File: config.mk
export PLATFORM = sky130hd
export DESIGN_NAME = udp_rx_parser
export DESIGN_NICKNAME = d
export VERILOG_FILES = /design/src/rtl/eth_pkg.sv /design/src/rtl/ipv4_csum.sv /design/src/rtl/udp_rx_parser.sv
export SDC_FILE = /design/constraint.sdc
export NUM_CORES = 1
export LEC_CHECK = 0
export ABC_CLOCK_PERIOD_IN_PS = 4470
export BUFFER_PORTS_ARGS = -buffer_cell sky130_fd_sc_hd__buf_2
export CAP_MARGIN = 20
export CORE_MARGIN = 2
export CORE_UTILIZATION = 40
export DETAILED_ROUTE_END_ITERATION = 12
export PLACE_DENSITY = 0.57
export SLEW_MARGIN = 20
export SYNTH_ARGS = -nofsm -noshare
export SYNTH_HDL_FRONTEND = slang
export SYNTH_SLANG_ARGS = --single-unit
File: constraint.sdc
create_clock -name aclk -period 4.47 [get_ports aclk]
set_input_delay 1.1175 -clock aclk [delete_from_list [all_inputs] [get_ports aclk]]
set_output_delay 1.1175 -clock aclk [all_outputs]
set_load 0.02 [all_outputs]
File: src/rtl/eth_pkg.sv
// Shared constants, header byte offsets and enums for the UDP receive parser.
// Checksum support is selected by UDP_RX_IP_CSUM_EN at build time.
package eth_pkg;

    localparam logic [15:0] ETHERTYPE_IPV4 = 16'h0800;
    localparam logic [7:0]  IP_PROTO_UDP   = 8'h11;
    localparam logic [7:0]  IP_VER_IHL     = 8'h45;

    localparam logic [5:0] OFF_ETHERTYPE = 6'd12;
    localparam logic [5:0] OFF_IP_HDR    = 6'd14;
    localparam logic [5:0] OFF_IP_PROTO  = 6'd23;
    localparam logic [5:0] OFF_IP_DST    = 6'd30;
    localparam logic [5:0] OFF_UDP_HDR   = 6'd34;
    localparam logic [5:0] OFF_UDP_DPORT = 6'd36;
    localparam logic [5:0] OFF_UDP_LEN   = 6'd38;
    localparam logic [5:0] OFF_PAYLOAD   = 6'd42;

    typedef enum logic [2:0] {
        DR_NONE   = 3'd0,
        DR_MAC    = 3'd1,
        DR_ETYPE  = 3'd2,
        DR_IP_HDR = 3'd3,
        DR_IP_DST = 3'd4,
        DR_UDP    = 3'd5,
        DR_CSUM   = 3'd6,
        DR_TRUNC  = 3'd7
    } drop_reason_t;

    typedef enum logic [2:0] {
        ST_IDLE,
        ST_ETH_HDR,
        ST_IP_HDR,
        ST_UDP_HDR,
        ST_PAYLOAD,
        ST_DROP,
        ST_DONE,
        ST_GAP
    } parser_state_t;

    // Byte i of a MAC address, most significant byte first; i 6/7 land in padding.
    function automatic logic [7:0] mac_byte(input logic [47:0] v, input logic [2:0] i);
        logic [63:0] w;
        w = {v, 16'h0000};
        return w[8*(7-int'(i)) +: 8];
    endfunction

    function automatic logic [7:0] ip_byte(input logic [31:0] v, input logic [1:0] i);
        return v[8*(3-int'(i)) +: 8];
    endfunction

endpackage

File: src/rtl/ipv4_csum.sv
// Ones'-complement 16-bit accumulator over a byte stream, high byte first.
// Only compiled when UDP_RX_IP_CSUM_EN is defined.
`ifdef UDP_RX_IP_CSUM_EN
module ipv4_csum (
    input  logic       aclk,
    input  logic       aresetn,
    input  logic       clear,
    input  logic [7:0] byte_in,
    input  logic       byte_valid,
    output logic       sum_ok
);
    logic [15:0] acc;
    logic [7:0]  hi;
    logic        lo_phase;
    logic [16:0] sum;

    assign sum    = {1'b0, acc} + {1'b0, hi, byte_in};
    assign sum_ok = (acc == 16'hFFFF);

    always_ff @(posedge aclk or negedge aresetn) begin
        if (!aresetn) begin
            acc      <= 16'h0000;
            hi       <= 8'h00;
            lo_phase <= 1'b0;
        end else if (clear) begin
            acc      <= 16'h0000;
            lo_phase <= 1'b0;
        end else if (byte_valid) begin
            if (!lo_phase) hi <= byte_in;
            // End-around carry cannot overflow a second time.
            else acc <= sum[15:0] + {15'd0, sum[16]};
            lo_phase <= ~lo_phase;
        end
    end
endmodule
`endif

File: src/rtl/udp_rx_parser.sv
// Ethernet/IPv4/UDP header filter that forwards only matching UDP payload bytes.
// Define UDP_RX_IP_CSUM_EN to also verify the IPv4 header checksum.
module udp_rx_parser
    import eth_pkg::*;
#(
    parameter logic [47:0] LOCAL_MAC  = 48'h02_00_00_00_00_01,
    parameter logic [31:0] LOCAL_IP   = 32'hC0A8_0001,
    parameter logic [15:0] LOCAL_PORT = 16'h1388
) (
    input  logic       aclk,
    input  logic       aresetn,
    input  logic [7:0] rx_data,
    input  logic       rx_valid,
    output logic [7:0] data_out,
    output logic       udp_data_valid,
    output logic       pkt_ok,
    output logic       pkt_drop,
    output logic [2:0] drop_reason
);
    parser_state_t state, state_n;
    drop_reason_t  reason_q, reason_n, hdr_code;
    logic          rx_valid_d, sof, in_hdr, hdr_byte, hdr_fail;
    logic          emit, ok_n, drop_n;
    logic [5:0]    idx, bidx;
    logic          mac_loc_ok, mac_bc_ok, ip_ok;
    logic          hit_loc, hit_bc, hit_ip;
    logic [7:0]    fld_hi;
    logic [15:0]   udp_len, pay_cnt;

    assign sof      = rx_valid & ~rx_valid_d;
    assign in_hdr   = state inside {ST_ETH_HDR, ST_IP_HDR, ST_UDP_HDR};
    // Byte 0 arrives while still in IDLE, so the header index starts there.
    assign bidx     = (state == ST_IDLE) ? 6'd0 : idx;
    assign hdr_byte = ((state == ST_IDLE) && sof) || (in_hdr && rx_valid);
    assign hit_loc  = (rx_data == mac_byte(LOCAL_MAC, bidx[2:0]));
    assign hit_bc   = (rx_data == 8'hFF);
    assign hit_ip   = (rx_data == ip_byte(LOCAL_IP, 2'(bidx - OFF_IP_DST)));
    assign drop_reason = reason_q;

`ifdef UDP_RX_IP_CSUM_EN
    logic csum_clr, csum_vld, csum_ok;
    assign csum_clr = (state == ST_IDLE) && sof;
    assign csum_vld = hdr_byte && (bidx >= OFF_IP_HDR) && (bidx < OFF_UDP_HDR);
    ipv4_csum u_csum (
        .aclk      (aclk),
        .aresetn   (aresetn),
        .clear     (csum_clr),
        .byte_in   (rx_data),
        .byte_valid(csum_vld),
        .sum_ok    (csum_ok)
    );
`endif

    // Field checks fire on the last byte of each field.
    always_comb begin
        hdr_fail = 1'b0;
        hdr_code = DR_NONE;
        case (bidx)
            6'd5:
                if (!((mac_loc_ok && hit_loc) || (mac_bc_ok && hit_bc))) begin
                    hdr_fail = 1'b1; hdr_code = DR_MAC;
                end
            OFF_ETHERTYPE + 6'd1:
                if ({fld_hi, rx_data} != ETHERTYPE_IPV4) begin
                    hdr_fail = 1'b1; hdr_code = DR_ETYPE;
                end
            OFF_IP_HDR:
                if (rx_data != IP_VER_IHL) begin
                    hdr_fail = 1'b1; hdr_code = DR_IP_HDR;
                end
            OFF_IP_PROTO:
                if (rx_data != IP_PROTO_UDP) begin
                    hdr_fail = 1'b1; hdr_code = DR_IP_HDR;
                end
            OFF_IP_DST + 6'd3:
                if (!(ip_ok && hit_ip)) begin
                    hdr_fail = 1'b1; hdr_code = DR_IP_DST;
                end
`ifdef UDP_RX_IP_CSUM_EN
            OFF_UDP_HDR:
                if (!csum_ok) begin
                    hdr_fail = 1'b1; hdr_code = DR_CSUM;
                end
`endif
            OFF_UDP_DPORT + 6'd1:
                if ({fld_hi, rx_data} != LOCAL_PORT) begin
                    hdr_fail = 1'b1; hdr_code = DR_UDP;
                end
            OFF_UDP_LEN + 6'd1:
                if ({fld_hi, rx_data} < 16'd8) begin
                    hdr_fail = 1'b1; hdr_code = DR_UDP;
                end
            default: ;
        endcase
    end

    always_comb begin
        state_n  = state;
        reason_n = reason_q;
        drop_n   = 1'b0;
        ok_n     = 1'b0;
        emit     = 1'b0;
        case (state)
            ST_IDLE:
                if (sof) state_n = ST_ETH_HDR;
            ST_ETH_HDR, ST_IP_HDR, ST_UDP_HDR: begin
                if (!rx_valid) begin
                    state_n = ST_DROP; drop_n = 1'b1; reason_n = DR_TRUNC;
                end else if (hdr_fail) begin
                    state_n = ST_DROP; drop_n = 1'b1; reason_n = hdr_code;
                end else if (bidx == OFF_IP_HDR - 6'd1) begin
                    state_n = ST_IP_HDR;
                end else if (bidx == OFF_UDP_HDR - 6'd1) begin
                    state_n = ST_UDP_HDR;
                end else if (bidx == OFF_PAYLOAD - 6'd1) begin
                    if (udp_len == 16'd8) begin
                        state_n = ST_DONE; ok_n = 1'b1;
                    end else begin
                        state_n = ST_PAYLOAD;
                    end
                end
            end
            ST_PAYLOAD: begin
                if (!rx_valid) begin
                    state_n = ST_DROP; drop_n = 1'b1; reason_n = DR_TRUNC;
                end else begin
                    emit = 1'b1;
                    if (pay_cnt + 16'd1 == udp_len - 16'd8) begin
                        state_n = ST_DONE; ok_n = 1'b1;
                    end
                end
            end
            ST_DROP, ST_DONE:
                if (!rx_valid) state_n = ST_GAP;
            ST_GAP:
                state_n = ST_IDLE;
            default:
                state_n = ST_IDLE;
        endcase
    end

    // rx_valid_d resets high so a frame already running at reset release is skipped.
    always_ff @(posedge aclk or negedge aresetn) begin
        if (!aresetn) begin
            state          <= ST_IDLE;
            reason_q       <= DR_NONE;
            rx_valid_d     <= 1'b1;
            idx            <= 6'd0;
            mac_loc_ok     <= 1'b0;
            mac_bc_ok      <= 1'b0;
            ip_ok          <= 1'b0;
            fld_hi         <= 8'h00;
            udp_len        <= 16'd0;
            pay_cnt        <= 16'd0;
            data_out       <= 8'h00;
            udp_data_valid <= 1'b0;
            pkt_ok         <= 1'b0;
            pkt_drop       <= 1'b0;
        end else begin
            state          <= state_n;
            reason_q       <= reason_n;
            rx_valid_d     <= rx_valid;
            udp_data_valid <= emit;
            pkt_ok         <= ok_n;
            pkt_drop       <= drop_n;
            if (emit) begin
                data_out <= rx_data;
                pay_cnt  <= pay_cnt + 16'd1;
            end
            if (hdr_byte) begin
                idx        <= bidx + 6'd1;
                mac_loc_ok <= ((bidx == 6'd0) || mac_loc_ok) && hit_loc;
                mac_bc_ok  <= ((bidx == 6'd0) || mac_bc_ok) && hit_bc;
                ip_ok      <= ((bidx == OFF_IP_DST) || ip_ok) && hit_ip;
                if (bidx inside {OFF_ETHERTYPE, OFF_UDP_DPORT, OFF_UDP_LEN})
                    fld_hi <= rx_data;
                if (bidx == OFF_UDP_LEN + 6'd1)
                    udp_len <= {fld_hi, rx_data};
                if (bidx == OFF_PAYLOAD - 6'd1)
                    pay_cnt <= 16'd0;
            end
        end
    end

endmodule

## After elaboration in Yosys (flattened, before gate mapping)

Index checks and enable logic that the tools add are counted.

- Output and inout port bits: 14
- Memory bits (writable): 0
- Register bits after elaboration: 67
- Bits of input ports: 11
- ROM bits: 0
- Bits in latches: 0
- Logic and storage cells: 132
- Memories: 0

- Shift operators: 2
- Multiplexer cells: 49
- Divide/modulo/power cells: 0
- Multipliers: 0
- Equality and inequality tests: 34
- Magnitude comparators: 1
- Add/sub/neg operators: 6
- Bitwise gates (word level): 2
- Reductions and logical operators: 24

Operator list:

| operator | count |
|---|---|
| $shiftx A64 B7 Y8 const A | 1 |
| $mux W16 | 3 |
| $mux W3 | 14 |
| $eq A6 B6 Y1 const B | 6 |
| $shiftx A32 B6 Y8 const A | 1 |
| $mux W1 | 21 |
| $pmux W3 S7 | 1 |
| $eq A6 B4 Y1 const B | 3 |
| $add A16 B1 Y16 const B | 1 |
| $eq A16 B16 Y1 | 1 |
| $eq A16 B4 Y1 const B | 1 |
| $eq A8 B8 Y1 | 2 |
| $lt A16 B4 Y1 const B | 1 |
| $ne A16 B12 Y1 const B | 1 |
| $ne A16 B13 Y1 const B | 1 |
| $sub A16 B4 Y16 const B | 1 |
| $pmux W3 S5 | 1 |
| $eq A3 B3 Y1 const B | 4 |
| $eq A6 B5 Y1 const B | 2 |
| $eq A8 B8 Y1 const B | 1 |
| $logic_and A1 B1 Y1 | 8 |
| $mux W2 | 4 |
| $ne A8 B5 Y1 const B | 1 |
| $ne A8 B7 Y1 const B | 1 |
| 26 further kinds | 37 |

## Longest topological paths before layout

- Depth in word-level cells: 12
- Mapped depth: 15
- Gate-level depth less buffers: 12

## Worst setup path before layout

No wires, ideal clock.

- Path type: input to register
- From: in rx_data[6]
- To: reg reason_q[0] (netlist: drop_reason[0])
- Setup slack: 1,268 ps
- Data required time: 4,345 ps
- Arrival time: 3,077 ps
- Buffers on the path: 0
- Library setup time: 125 ps
- Stages on the path: 8
- Cell sequence: or3_1 -> or4_1 -> a211oi_1 -> a221oi_1 -> nor3_2 -> nand3_1 -> o21a_1 -> mux2_2

- Longest elaborated chain between the ends: 8
- Elaborated cells between the ends (all ways): 31
- Classes of those cells: order compare (1); eq/ne (8); mux (17); reduce/logical (5)

Ends and longest elaborated chain:

| element | line | source |
|---|---|---|
| start, declared | udp_rx_parser.sv:12 | `input logic [7:0] rx_data,` |
| branches (longest 8 deep; another with $lt A16 B4 Y1) | -- |  |
| end signal, assigned | udp_rx_parser.sv:161 | `reason_q <= reason_n;` |
| end, declared | udp_rx_parser.sv:21 | `drop_reason_t reason_q, reason_n, hdr_code;` |

Parallel ways; which one is timed is not known. The select of a mux whose other input is x is not followed.
A chain may end at the register's enable or synchronous reset.

## Worst setup path after layout

- From: reg state[1]
- To: reg reason_q[0] (netlist: drop_reason[0])

- Longest elaborated chain between the ends: 12
- Elaborated cells between the ends (all ways): 36
- Classes of those cells: add/sub (3); eq/ne (15); shift (2); mux (9); reduce/logical (7)

Ends and longest elaborated chain:

| element | line | source |
|---|---|---|
| start, declared | udp_rx_parser.sv:20 | `parser_state_t state, state_n;` |
| start signal, assigned | udp_rx_parser.sv:160 | `state <= state_n;` |
| $logic_not A3 Y1 | udp_rx_parser.sv:33 | `assign bidx = (state == ST_IDLE) ? 6'd0 : idx;` |
| $mux W6 | udp_rx_parser.sv:33 |  |
| $sub A3 B3 Y4 | eth_pkg.sv:44 | `return w[8*(7-int'(i)) +: 8];` |
| $shiftx A64 B7 Y8 | eth_pkg.sv:44 |  |
| $eq A8 B8 Y1 | udp_rx_parser.sv:35 | `assign hit_loc = (rx_data == mac_byte(LOCAL_MAC, bidx[2:0]));` |
| $logic_and A1 B1 Y1 | udp_rx_parser.sv:60 | `if (!((mac_loc_ok && hit_loc) \|\| (mac_bc_ok && hit_bc))) begin` |
| $logic_or A1 B1 Y1 | udp_rx_parser.sv:60 |  |
| $mux W1 | udp_rx_parser.sv:60 |  |
| $pmux W3 S7 | udp_rx_parser.sv:58 | `case (bidx)` |
| $mux W3 | udp_rx_parser.sv:109 | `end else if (hdr_fail) begin` |
| $mux W3 | udp_rx_parser.sv:107 | `if (!rx_valid) begin` |
| $pmux W3 S2 | udp_rx_parser.sv:103 | `case (state)` |

Several ways; a longest one is shown, not always the timed one. The select of a mux whose other input is x is not followed.

==> results.md <==
- YS warnings: 0
- Mapped Cells: between 400 and 500
- GR Overflow Total: 0
- Starting density of the core: between 40% and 50%
- Post-DRT Antenna Nets: 0
- Vias per std cell: between 5 and 6
- DIE AREA: ~0.011 sq mm
- Status: finished, final reports clean
- Initial antenna violation count: 0
- Row cnt: 37
- Global-route wire length before repair: 16600 microns
- Main area contributors after synthesis: dfrtp_1 (40%), mux2_2 (6.8%), nand2_1 (5.4%)
- RSZ-0062 raised after global routing: false
- Avg Inst Size Synth: between 9 and 10 sq um
- Critical path class: flip-flop to flip-flop
- #FFs+latches synth: 67
- Share of the synthesized area in the top cell type: ~40%
- Router iterations before antenna repair: 4
- Setup bufs post-CTS: 0
- Largest area contributor in the netlist: dfrtp_1
- Clock Path Buffers: 2
- Die width: approximately 110 microns
- Ys flop type: dfrtp_1
- Count of cell types in the netlist: between 50 and 60
- Post-synth EDFFs: 0
- Clock root buffer: clkbuf_8
- TritonCTS Buffers: 9
- Layout cells sized above 1: around 18%
- Critical path launch point type: flip-flop
- # clock sinks: between 60 and 70
- I/O Pins: 25
- Critical Path End Type: flip-flop
- Final setup viols: 0
- CP Capture Point: drop_reason[0]
- LEAKAGE: 0.00200 uW
- Grt peak-use layer: met2
- CTS tree: built
- Largest net degree at the start of global routing: 39
- Asr flop ratio synth: 100%
- Syn-to-layout area delta: 8.86%
- Final Cycle Share: between 70% and 80%
- Synth cell count leaders: dfrtp_1 (66), nand2_1 (59), nor2_1 (35)
- Die Ht: ~110 microns
- Worst-path clk slew: 80 ps
- Post-synthesis sequential area ratio: between 40% and 50%
- Reg2reg end: drop_reason[0]
- Final WL: around 9600 microns
- Post_cts resized: 0
- MaxCap Viol Count: 0
- Tot GR Track Use: a little under a fifth
- Mapped Nets: approximately 470
- Vias: ~3300
- Met3 Use GR: between 4 and 5%
- Reg2reg start: state[1]
- Inserted Diodes: 0
- Core Footprint: roughly 0.010 sq mm
- DP HPWL: 6980 microns
- R2R Setup Slk: 1010 ps
- Gp weighted congestion: ~0.85
- Fin. Hold Viols: 0
- Max-slew violation count: 0
- Post-route DRC: 0
- Slew margin rel.: 39.3%
- Final nets: between 400 and 500
- CTS Hold Bufs: 0
- Wire per inst: around 16 microns
- Highest Clock Rate: ~0.29 GHz
- Clock Latency Late Sink: approximately 380 ps
- FF-to-FF path depth: 12
- Crit. Startpoint: state[1]
- Worst VDD drop: between 0.2 and 0.3 mV
- HP Class: flip-flop to flip-flop
- Worst-path fanout max: 9
- Initial DRC count: ~150
- P per Cell Area: ~480 mW/mm^2
- Met1 usage: 27.4%
- Synthesized cell area: just over 0.004 sq mm
- Total Power: roughly 2100 uW
- Critical path's largest stage delay: 490 ps
- Worst EP arrival: 3710 ps
- CP Cell Sequence: or2_2, o21ai_0, inv_1, ha_1, o311ai_0, xnor2_1, a211oi_1, a221oi_1, nor3_2, nand3_1, o21a_1, mux2_2
- Slowest CP cell: dfrtp_1
- Port Buf Inserts: 24
- CP Data Required Time: roughly 4700 ps
- H-Tree Depth: 3
- Met2 GRT Util: 28.2%
- Number of global-route vias before repair: ~3100
- Post-route minimum period: ~3500 ps
- Setup TNS: 0 ps
- Clock Skew: approximately 21 ps
- Worst Tran Pin Value: 910 ps
- Most common cell in the netlist: dfrtp_1
[per-stage QoR]
stage               cell area, sq um  utilization [%]  hold slack [ps]  cells  setup WS (ps)
floorplan                       4110                -              460    451           1270
global placement                4290             42.4              453    584            948
detailed placement              4290             42.4              462    584            879
CTS                             4470             44.1              483    600            999
global route                    4470             44.1              510    600            676
finish                          4470             44.1              481    600           1010
[where the power goes]
part | internal [uW] | leakage (uW) | total [uW] | switching [uW]
registers | 752 | 0.000867 | 933 | 180
clock network | 210 | 0.0000914 | 484 | 274
logic | 297 | 0.00104 | 732 | 435
total | 1260 | 0.00200 | 2150 | 890
[logic make-up (layout without fill, tap and decap cells)]
family	after synthesis	in the layout	share of synthesized area [%]
and+or+nand+nor	204	204	25.4
DFF	67	67	40.8
AOI/OAI and AO/OA	65	65	10.6
xor gates and xnor gates	47	47	11.0
buffers and inverters	38	51	3.87
muxes	25	25	6.85
adders and majority gates	5	5	1.52
[how the worst min path moves through the flow]
| stage | start | to | slack (ps) | cells after the start |
|---|---|---|---|---|
| 2_1_floorplan | mac_bc_ok | mac_bc_ok | 460 | 1 |
| 3_5_place_dp | data_out[3] | data_out[3] | 460 | 2 |
| 3_3_place_gp | data_out[2] | data_out[2] | 450 | 2 |
| 5_1_grt | data_out[2] | data_out[2] | 510 | 2 |
| 4_1_cts | data_out[0] | data_out[0] | 480 | 2 |
| 6_report | data_out[0] | data_out[0] | 480 | 2 |
[flip-flops by register name, summed over array words and instances (netlist names), 3 cells and up]
name	count
pay_cnt	16
udp_len	16
data_out	8
fld_hi	8
idx	6
drop_reason	3
state	3
[area by class of cell]
class / instances / area [sq um]
Clock buffer: 9 / 124
Clock inverter: 7 / 56.3
Fill cell: 1020 / 5660
Inverter: 8 / 30.0
Multi-Input combinational cell: 346 / 2270
Sequential cell: 67 / 1680
Tap cell: 136 / 170
Timing Repair Buffer: 27 / 143
[layout by cell type, fill, tap and decap left out, types with 2 or more instances in the layout]
master,instances
nor2b_1,3
o41ai_1,3
and4_1,3
or4_1,5
clkbuf_8,9
nand4b_1,3
nor4_1,9
nor3b_1,3
nand4_1,9
a21o_1,3
nand2_1,59
o211ai_1,3
o22ai_1,2
a31oi_1,2
o21ai_0,23
buf_4,3
buf_2,24
nor2_1,35
nand3_1,23
inv_6,5
a21boi_0,3
or3_1,9
nand3b_1,2
xor2_1,21
and3_1,7
or2_2,5
xnor2_1,23
o22a_1,2
nand2b_1,4
dfrtp_1,66
nor3_1,17
a22oi_1,2
a21oi_1,9
xnor3_1,3
ha_1,5
inv_1,8
mux2_2,25
[critical path, delay by kind of cell, from the launching register on]
| family | cells | cell delay [ps] |
|---|---|---|
| compound gates | 5 | 1140 |
| simple gates | 3 | 860 |
| flops | 1 | 490 |
| fa+ha+maj | 1 | 340 |
| mux | 1 | 280 |
| buf+inv | 1 | 130 |
| xor+xnor | 1 | 120 |
[routing by layer]
layer	up-vias	share of wire [%]
li1	1619	-
met1	1617	50
met2	76	45
met3	9	3.9
met4	0	1.2
met5	-	0
(Power assumes the default switching activity.)
